==> config.mk <==
export PLATFORM = sky130hd
export DESIGN_NAME = envelope_sequencer
export DESIGN_NICKNAME = d
export VERILOG_FILES = /design/src/rtl/envelope_sequencer.sv
export SDC_FILE = /design/constraint.sdc
export NUM_CORES = 1
export LEC_CHECK = 0
export ABC_CLOCK_PERIOD_IN_PS = 41100
export CAP_MARGIN = 5
export CORE_ASPECT_RATIO = 1.5
export CORE_UTILIZATION = 45
export DETAILED_ROUTE_END_ITERATION = 10
export PLACE_DENSITY = 0.74
export SYNTH_ARGS = -nofsm -noshare
export SYNTH_HDL_FRONTEND = slang
export SYNTH_SLANG_ARGS = --single-unit
==> constraint.sdc <==
create_clock -name clk -period 41.1 [get_ports clk]
set_clock_uncertainty 0.05 [all_clocks]
set_input_delay 8.22 -clock clk [delete_from_list [all_inputs] [get_ports clk]]
set_output_delay 8.22 -clock clk [all_outputs]
set_load 0.01 [all_outputs]
==> src/rtl/envelope_sequencer.sv <==
// Note-event sequencer for one envelope generator: buffers one pending event,
// loads the ADSR settings, pulses note_on, times the gate, pulses note_off and waits for done.
module envelope_sequencer #(
  parameter int LW = 18,
  parameter int TW = 32,
  parameter int CW = 16
) (
  input  logic          clk,
  input  logic          rst_b,
  input  logic          ev_valid,
  output logic          ev_ready,
  input  logic [LW-1:0] ev_a,
  input  logic [LW-1:0] ev_b,
  input  logic [LW-1:0] ev_c,
  input  logic [LW-1:0] ev_d,
  input  logic [TW-1:0] ev_x,
  input  logic [TW-1:0] ev_y,
  input  logic [TW-1:0] ev_z,
  input  logic [TW-1:0] ev_gate,
  input  logic          abort,
  output logic [LW-1:0] eg_a,
  output logic [LW-1:0] eg_b,
  output logic [LW-1:0] eg_c,
  output logic [LW-1:0] eg_d,
  output logic [TW-1:0] eg_x,
  output logic [TW-1:0] eg_y,
  output logic [TW-1:0] eg_z,
  output logic          note_on,
  output logic          note_off,
  input  logic          eg_done,
  output logic          busy,
  output logic [CW-1:0] played_cnt
);

  typedef enum logic [2:0] {
    S_IDLE  = 3'd0,
    S_START = 3'd1,
    S_HOLD  = 3'd2,
    S_OFF   = 3'd3,
    S_WAIT  = 3'd4
  } state_t;

  state_t        state_q;
  logic          pend_valid_q;
  logic [LW-1:0] pend_a_q, pend_b_q, pend_c_q, pend_d_q;
  logic [TW-1:0] pend_x_q, pend_y_q, pend_z_q, pend_gate_q;
  logic [LW-1:0] eg_a_q, eg_b_q, eg_c_q, eg_d_q;
  logic [TW-1:0] eg_x_q, eg_y_q, eg_z_q;
  logic [TW-1:0] gate_len_q;
  logic [TW-1:0] gate_cnt_q;
  logic [CW-1:0] played_q;

  logic accept;
  logic load;

  // abort suppresses both the capture of a new event and the start of a pending one
  assign accept = ev_valid && !pend_valid_q && !abort;
  assign load   = (state_q == S_IDLE) && pend_valid_q && !abort;

  // Pending event payload; only meaningful while pend_valid_q is set
  always_ff @(posedge clk) begin
    if (accept) begin
      pend_a_q    <= ev_a;
      pend_b_q    <= ev_b;
      pend_c_q    <= ev_c;
      pend_d_q    <= ev_d;
      pend_x_q    <= ev_x;
      pend_y_q    <= ev_y;
      pend_z_q    <= ev_z;
      pend_gate_q <= ev_gate;
    end
  end

  always_ff @(posedge clk) begin
    if (!rst_b) begin
      state_q      <= S_IDLE;
      pend_valid_q <= 1'b0;
      eg_a_q       <= '0;
      eg_b_q       <= '0;
      eg_c_q       <= '0;
      eg_d_q       <= '0;
      eg_x_q       <= '0;
      eg_y_q       <= '0;
      eg_z_q       <= '0;
      gate_len_q   <= '0;
      gate_cnt_q   <= '0;
      played_q     <= '0;
    end else begin
      if (abort) begin
        pend_valid_q <= 1'b0;
      end else if (accept) begin
        pend_valid_q <= 1'b1;
      end else if (load) begin
        pend_valid_q <= 1'b0;
      end

      case (state_q)
        S_IDLE: begin
          if (load) begin
            eg_a_q     <= pend_a_q;
            eg_b_q     <= pend_b_q;
            eg_c_q     <= pend_c_q;
            eg_d_q     <= pend_d_q;
            eg_x_q     <= pend_x_q;
            eg_y_q     <= pend_y_q;
            eg_z_q     <= pend_z_q;
            gate_len_q <= pend_gate_q;
            state_q    <= S_START;
          end
        end
        S_START: begin
          gate_cnt_q <= '0;
          state_q    <= abort ? S_OFF : S_HOLD;
        end
        S_HOLD: begin
          // equality stop before incrementing, so a full-scale gate_len never wraps
          if (abort || (gate_cnt_q == gate_len_q)) begin
            state_q <= S_OFF;
          end else begin
            gate_cnt_q <= gate_cnt_q + TW'(1);
          end
        end
        S_OFF: begin
          state_q <= S_WAIT;
        end
        S_WAIT: begin
          if (eg_done) begin
            played_q <= played_q + CW'(1);
            state_q  <= S_IDLE;
          end
        end
        default: begin
          state_q <= S_IDLE;
        end
      endcase
    end
  end

  assign ev_ready   = !pend_valid_q;
  assign note_on    = (state_q == S_START);
  assign note_off   = (state_q == S_OFF);
  assign busy       = (state_q != S_IDLE) || pend_valid_q;
  assign played_cnt = played_q;
  assign eg_a       = eg_a_q;
  assign eg_b       = eg_b_q;
  assign eg_c       = eg_c_q;
  assign eg_d       = eg_d_q;
  assign eg_x       = eg_x_q;
  assign eg_y       = eg_y_q;
  assign eg_z       = eg_z_q;

endmodule

==> results of run 1 <==
## state kept, by name (all words and copies together) (netlist names), 32 cells and up
signal,count
eg_x,32
eg_y,32
eg_z,32
gate_cnt_q,32
gate_len_q,32
pend_gate_q,32
pend_x_q,32
pend_y_q,32
pend_z_q,32
## cell type report
type	count	area, um2	share of cell area (%)
Inverter	6	27.5	0.127
Multi-Input combinational cell	900	4450	20.5
Sequential cell	452	11100	50.9
Clock inverter	24	333	1.53
Clock buffer	56	1210	5.56
Antenna cell	10	25.0	0.115
Timing Repair Buffer	402	4010	18.5
Tap cell	473	592	2.73
## routing by layer
layer,vias up,share of wire [%],GRT usage [%]
met5,-,0.060,0
met4,4,4.3,11.3
met3,93,6.4,5.62
met2,419,53,39.7
met1,5691,37,24.9
li1,5729,-,-
## Yosys cell counts (4+ instances only)
cell / number
buf_2: 24
nor3_1: 4
o21ai_1: 13
nor4_1: 8
xor2_1: 44
nand2b_1: 5
nand2_1: 420
or3_1: 9
o211ai_1: 7
o21ai_0: 7
nand3_1: 28
or4_1: 17
dfxtp_1: 252
a31oi_1: 14
a21oi_1: 221
buf_1: 4
and4_1: 6
edfxtp_1: 200
and3_1: 11
nand4_1: 10
nor2_1: 36
clkbuf_1: 65
## worst max-delay path by stage
stage,from,endpoint,cells past startpoint
CTS,abort,eg_b[8]$_SDFFE_PN0P_,6
global route,abort,eg_b[3]$_SDFFE_PN0P_,6
finish,abort,eg_b[8]$_SDFFE_PN0P_,6
global placement,abort,eg_y[26]$_SDFFE_PN0P_,6
floorplan,abort,pend_a_q[0]$_DFFE_PP_,2
detailed placement,abort,eg_b[3]$_SDFFE_PN0P_,6
## worst min-delay path, stage by stage, from the launching register on
cell	delay, ns
dfxtp_1	0.31
nand2_1	0.05
a21oi_1	0.05
## power groups by stage
stage	Clock (mW)	Combinational, mW	Sequential (mW)
floorplan	0	0.0372	0.509
global placement	0	0.0825	0.504
detailed placement	0	0.0839	0.504
CTS	0.434	0.0844	0.495
global route	0.450	0.0910	0.496
finish	0.426	0.0842	0.495
## cells by family (layout without fill, tap and decap cells)
group                      count (synthesis)  after routing  share of synthesized area, %
and+or+nand+nor                          574            574                          15.9
DFF                                      452            452                          69.5
AOI/OAI and AO/OA                        276            276                          9.23
buffers and inverters                    101            488                          2.60
xor gates and xnor gates                  47             47                          2.59
adders and majority gates                  2              2                         0.157
muxes                                      1              1                        0.0629
other                                      0             10                             0
## through the flow
stage | hold WS [ns] | setup slack (ns) | std cells
2_1_floorplan | 0.398 | 17.15 | 1453
5_1_grt | 0.424 | 29.88 | 2321
6_report | 0.404 | 30.16 | 2323
3_3_place_gp | 0.391 | 29.63 | 2233
4_1_cts | 0.404 | 30.13 | 2313
3_5_place_dp | 0.396 | 29.60 | 2233
==> impl_metrics.toml, run 1 <==
[status]
status = "completed"

[global_routing]
grt_pass1_vias = 11500
overflow = 0
grt_usage_pct = 22.5
antenna_found_initial = 12
grt_max_degree = 201
grt_pass1_wl_um = 62900

[worst_setup_path]
crit_path_max_fanout = 99
rr_endpoint = "eg_b[8]$_SDFFE_PN0P_"
worstSetupStartpointType = "input port"
cp.buffers_inverters = 3
path_cells = "clkdlybuf4s50_1, nor3b_2, buf_4, buf_4, nand2_1, a21oi_1"
cp_top_family = "buffers and inverters"
cpMaxStageDelayCell = "buf_4"
cp.arrival_ns = 11.34
reg2reg_slack_ns = 37.57
r2r_cells = 6
path_class = "input port to flip-flop"
crit_required_ns = 41.50
rr_startpoint = "state_q[0]$_SDFFE_PN0P_"
cp_common_cell = "buf_4"
critical_path.max_stage_delay_ns = 0.93
cp-end-kind = "flip-flop"

[die]
dieHeight_um = 232
die_area_mm2 = 0.0361
rows = 84
initial_core_util_pct = 45.6
core_area_mm2 = 0.0349
die_w_um = 155
top_level_ports = 393

[timing]
finalSetupTns_ns = 0
fmax_ghz = 0.0914
tightest_slew_ns = 1.32
final_max_slew_viol_count = 0
timing.final.crit_share_pct = 26.6
relSlewSlack_pct = 12.3
finalSetupViolCount = 0
hold_violations = 0
fin_crit_ns = 10.94
rsz0062_at_grt = "no"

[synth]
synthArstFlopShare_pct = 0
synthCells = 1453
synth_fp_nets = 1660
synth-edff-count = 200
synth_cell_types = 51
yosysTopAreaCell = "edfxtp_1"
yosysSeqAreaShare_pct = 69.5
yosys_warnings = 0
synth_top_area_share_pct = 37.8
synthTopCellsByArea = "edfxtp_1, dfxtp_1, nand2_1, a21oi_1, xor2_1"
ys_ff_latch = 452
avgSynthCellArea_um2 = 10.9
synthFlopType = "dfxtp_1"
syn_area_mm2 = 0.0159

[worst_hold_path]
hold_path_class = "flip-flop to flip-flop"
hold_start = "eg_c[13]$_SDFFE_PN0P_"
hold_depth = 2
hold_path_end = "eg_c[13]$_SDFFE_PN0P_"

[clock_network]
cts.clk_slew.worst_paths_ns = 0.06
cts_tree = "built"
cts-resized-gates = 0
clock-sinks = 452
cts_hold_buf = 0
cts-root-buf = "clkbuf_16"
post_cts_buffers = 0
cts_inserted_buffers = 43
clk_path_buf_depth = 3
cts_max_level = 2
clock_latency_ns = 0.54

[pwr]
p_switching_mw = 0.221
pwr-share-seq_pct = 49.3
power_frac_comb_pct = 8.4
total_power_mw = 1.00
power_density_mw_per_mm2 = 46.3
p_clk_share_pct = 42.4
cellLeakagePower_nw = 7.41
switching_share_pct = 22.0
internal-power_mw = 0.784
irDropWorstVdd_v = 0.0000448

[finish]
final_common_cell = "nand2_1"
post-route-cell-area_mm2 = 0.0217
layout_common_cells = "nand2_1, clkdlybuf4s50_1, dfxtp_1"
postLayoutCoreUtil_pct = 62.2
drive_above_1_share_pct = 4.78
layout.nets = 2012
area_growth_pct = 36.4
n_fill_cell = 2816

[placed_design]
place.gp.congestion = 0.885
hpwl_um = 27900
io_buffers = 392
place_area_mm2 = 0.0201

[flow_run]
maxCapViolCount = 0

[route]
wl_um = 41800
wl_per_cell_um = 18.0
vias = 11900
drt_first_pass_iters = 5
drt-initial-drc-count = 865
vias_per_cell = 5.14
ant_nets = 0
drc = 0
No activity file was read; power rests on OpenSTA's default activity.
==> run 2: changes to the inputs <==
ABC_CLOCK_PERIOD_IN_PS = 10300   (was 41100)
clock period = 10.3 ns   (was 41.1 ns; I/O delays follow)
==> run 2 against run 1 <==
- via count fell by 0.48%
- critical path depth down 3
- register-to-register slack lost 30 ns
- sequential power grew to 4.0 times the previous value
- flip-flop and latch count unchanged
- non-clock buffer count up 1
- first-iteration DRC count fell by 17%
- count of clock-buffer cells in the layout unchanged
- worst setup slack worse by 25 ns
- power grew to 3.9 times the previous value
- critical path type is now flip-flop to output port
==> impl_metrics.toml, run 2 (synthesis gave the netlist of run 1 again) <==
[worst_setup_path]
crit_path_max_fanout = 22
cp.arrival_ns = 2.54
path_class = "flip-flop to output port"
crit_required_ns = 8.19
cp-end-kind = "output port"
worstSetupStartpointType = "flip-flop"

[clock_network]
post_cts_buffers = 0
cts_max_level = 2
cts_tree = "built"
clock-sinks = 452
cts-root-buf = "clkbuf_16"
cts.clk_slew.worst_paths_ns = 0.06
cts_hold_buf = 0
cts-resized-gates = 0
clk_path_buf_depth = 3
cts_inserted_buffers = 43
clock_latency_ns = 0.55

[finish]
layout_common_cells = "nand2_1, clkdlybuf4s50_1, dfxtp_1"
area_growth_pct = 35.9
layout.nets = 2013
final_common_cell = "nand2_1"
post-route-cell-area_mm2 = 0.0216
layout.cells.non_filler = 2319
drive_above_1_share_pct = 4.83

[pwr]
p_clk_share_pct = 41.0
power_density_mw_per_mm2 = 181
power_frac_comb_pct = 8.6
cellLeakagePower_nw = 7.35
p_switching_mw = 0.903
pwr-share-seq_pct = 50.4
irDropWorstVdd_v = 0.000154
internal-power_mw = 3.01
switching_share_pct = 23.1

[route]
drc = 0
vias_per_cell = 5.12
met2_length_um = 21700
dr.max_layer_used = "met5"
ant_nets = 0
wl_per_cell_um = 18.0
drt-initial-drc-count = 722
drt_first_pass_iters = 5
vias = 11900
wl_um = 41700
wl_met3_um = 2720
wl_met1_um = 15300

[die]
initial_core_util_pct = 45.6
rows = 84
top_level_ports = 393
die_area_mm2 = 0.0361
core_area_mm2 = 0.0349
die_w_um = 155
dieHeight_um = 232

[timing]
fmax_ghz = 0.215
finalSetupTns_ns = 0
timing.final.crit_share_pct = 45.1
rsz0062_at_grt = "no"
final_max_slew_viol_count = 0
relSlewSlack_pct = 13.1
fin_crit_ns = 4.65
whs_ns = 0.403
hold_violations = 0
finalSetupViolCount = 0
tightest_slew_ns = 1.30

[global_routing]
grt_pass1_wl_um = 63900
overflow = 0
grt_max_degree = 201
antenna_found_initial = 9
grt_pass1_vias = 11600
grt_usage_pct = 22.7

[worst_hold_path]
hold_path_class = "flip-flop to flip-flop"

[placed_design]
place.gp.congestion = 0.872
dp.cells = 2234
place_area_mm2 = 0.0201
io_buffers = 392
hpwl_um = 27600

[flow_run]
maxCapViolCount = 0

[status]
status = "completed"
[run 2: changes by cell type in the layout (fill, tap and decap cells not counted), sizes merged]
cell      before  now
clkinvlp       0    5
diode         10    5
bufinv         8    4
buf           10   11
inv            7    6
[run 2: path summary, 6_finish.rpt]
check | start | slack (ns) | endpoint | depth (start not counted)
hold reg to reg | eg_y[10]$_SDFFE_PN0P_ | 0.40 | eg_y[10]$_SDFFE_PN0P_ | 2
setup reg to reg | state_q[1]$_SDFFE_PN0P_ | 7.50 | gate_cnt_q[21]$_SDFFE_PN0P_ | 6
setup / recovery | state_q[0]$_SDFFE_PN0P_ | 5.65 | note_on | 3
hold / removal | eg_y[10]$_SDFFE_PN0P_ | 0.40 | eg_y[10]$_SDFFE_PN0P_ | 2
[run 2: area by class of cell]
cell class                 instances  area, um2
fill                            2812      13300
sequential                       452      11100
multi-input combinational        900       4460
timing repair buffer             403       4020
clock buffer                      56       1170
tap                              473        592
clock inverter                    24        275
inverter                           6       27.5
antenna                            5       12.5
[run 2: power groups by stage]
stage	clock [mW]	sequential, mW	combinational [mW]
floorplan	0	2.02	0.149
global route	1.72	1.98	0.363
detailed placement	0	2.01	0.335
finish	1.61	1.97	0.336
global placement	0	2.01	0.328
CTS	1.64	1.97	0.337
[run 2: through the flow]
step           setup slack (ns)  util, %  total power, mW
2_1_floorplan              2.50        -             2.17
3_3_place_gp               5.69     57.7             2.34
3_5_place_dp               5.66     57.7             2.35
4_1_cts                    5.63     61.9             3.95
5_1_grt                    5.50     61.9             4.06
6_report                   5.65     61.9             3.92
[run 2: layer usage]
layer / vias up / track usage, %
met5: - / 0
met2: 392 / 40.2
li1: 5720 / -
met1: 5657 / 25.1
met4: 8 / 11.2
met3: 102 / 5.90
[run 2: worst max-delay path: stages, from the launching register on]
cell             delay [ns]
dfxtp_1                0.48
or3b_1                 0.75
inv_2                  0.21
clkdlybuf4s50_1        0.55
==> run 3: changes to the inputs <==
ABC_CLOCK_PERIOD_IN_PS = 4400   (was 10300)
clock period = 4.4 ns   (was 10.3 ns; I/O delays follow)
==> run 3 against run 2 <==
- count of clock-buffer cells in the layout increased by 6
- via count increased by 0.14%
- final cell count increased by 0.13%
- sequential power increased by 130%
- power increased by 140%
- critical path type unchanged
- wire length increased by 0.12%
==> impl_metrics.toml, run 3 (synthesis gave the netlist of run 1 again) <==
[finish]
layout.nets = 2013
final_common_cell = "nand2_1"
layout_common_cells = "nand2_1, clkdlybuf4s50_1, dfxtp_1"
drive_above_1_share_pct = 5.00
n_fill_cell = 2839
layout.cells.non_filler = 2322
area_growth_pct = 36.5

[timing]
rsz0062_at_grt = "no"
fmax_ghz = 0.309
tightest_slew_ns = 0.900
relSlewSlack_pct = 39.8
hold_violations = 0
timing.final.crit_share_pct = 73.5
finalSetupViolCount = 0
final_max_slew_viol_count = 0
fin_crit_ns = 3.23
finalSetupTns_ns = 0

[placed_design]
dp.cells = 2234
io_buffers = 392
place.gp.congestion = 0.847
hpwl_um = 27600

[die]
top_level_ports = 393
initial_core_util_pct = 45.6
die_area_mm2 = 0.0361
core_area_mm2 = 0.0349
die_w_um = 155
dieHeight_um = 232
rows = 84

[clock_network]
cts_max_level = 2
clk_path_buf_depth = 3
cts_tree = "built"
post_cts_buffers = 0
cts-resized-gates = 0
clock_latency_ns = 0.54
clock-sinks = 452
cts_hold_buf = 0
cts-root-buf = "clkbuf_16"
cts_inserted_buffers = 43
cts.clk_slew.worst_paths_ns = 0.07

[worst_setup_path]
critical_path.max_stage_delay_ns = 0.55
crit_path_max_fanout = 22
path_cells = "or3b_1, buf_4, inv_2, clkdlybuf4s50_1"
path_class = "flip-flop to output port"
worstSetupStartpointType = "flip-flop"
cp-end-kind = "output port"
crit_required_ns = 3.47
r2r_cells = 6
cp.arrival_ns = 2.30
cpMaxStageDelayCell = "clkdlybuf4s50_1"

[route]
drt_first_pass_iters = 5
vias_per_cell = 5.12
wl_per_cell_um = 18.0
drc = 0
drt-initial-drc-count = 715
wl_um = 41800
ant_nets = 0
vias = 11900

[pwr]
internal-power_mw = 7.12
power_frac_comb_pct = 8.7
p_switching_mw = 2.08
pwr-share-seq_pct = 50.2
irDropWorstVdd_v = 0.000390
switching_share_pct = 22.6
cellLeakagePower_nw = 7.41
p_clk_share_pct = 41.1
power_density_mw_per_mm2 = 424

[global_routing]
antenna_found_initial = 14
grt_pass1_vias = 11700
grt_max_degree = 130
grt_usage_pct = 22.6
overflow = 0
grt_pass1_wl_um = 63300

[flow_run]
maxCapViolCount = 0

[worst_hold_path]
hold_path_class = "flip-flop to flip-flop"
hold_depth = 2

[status]
status = "completed"
-- run 3: power groups by stage --
stage	clock, mW	sequential [mW]	combinational, mW
after global routing	4.01	4.63	0.863
after global placement	0	4.70	0.784
after CTS	3.86	4.62	0.804
after floorplan	0	4.72	0.349
final	3.78	4.62	0.801
after detailed placement	0	4.71	0.800
-- run 3: final timing paths --
path | start | endpoint | slack (ns)
setup / recovery | state_q[0]$_SDFFE_PN0P_ | note_on | 1.17
hold / removal | eg_d[1]$_SDFFE_PN0P_ | eg_d[1]$_SDFFE_PN0P_ | 0.40
setup reg to reg | state_q[1]$_SDFFE_PN0P_ | gate_cnt_q[21]$_SDFFE_PN0P_ | 1.76
hold reg to reg | eg_d[1]$_SDFFE_PN0P_ | eg_d[1]$_SDFFE_PN0P_ | 0.40
-- run 3: routing by layer --
metal  global-route usage, %  part of all wire, %
met4                    11.9                  4.8
met2                    40.0                   52
met5                       0                 0.17
met3                    6.68                  7.5
met1                    24.1                   35
-- run 3: cell type report --
class / count / area (um2) / area share [%]
tap: 473 / 592 / 2.73
sequential: 452 / 11100 / 50.9
clock inverter: 18 / 194 / 0.893
timing repair buffer: 403 / 4090 / 18.9
multi-input combinational: 900 / 4460 / 20.5
clock buffer: 62 / 1270 / 5.86
antenna: 8 / 20.0 / 0.0922
inverter: 6 / 27.5 / 0.127
-- run 3: critical path, delay by kind of cell, from the launching register on --
kind                   cells  cell delay [ns]
and+or+nand+nor            1             0.38
DFF                        1             0.48
buffers and inverters      3             0.90
-- run 3: metrics by stage --
| step | hold slack (ns) | power, mW | area [um2] | worst slack [ns] | utilization (%) |
|---|---|---|---|---|---|
| 5_1_grt | 0.418 | 9.51 | 21700 | 1.05 | 62.2 |
| 2_1_floorplan | 0.398 | 5.07 | 15900 | -2.17 | - |
| 4_1_cts | 0.404 | 9.28 | 21700 | 1.15 | 62.2 |
| 3_5_place_dp | 0.396 | 5.51 | 20200 | 1.37 | 58.0 |
| 3_3_place_gp | 0.391 | 5.49 | 20200 | 1.43 | 58.0 |
| 6_report | 0.403 | 9.20 | 21700 | 1.17 | 62.2 |
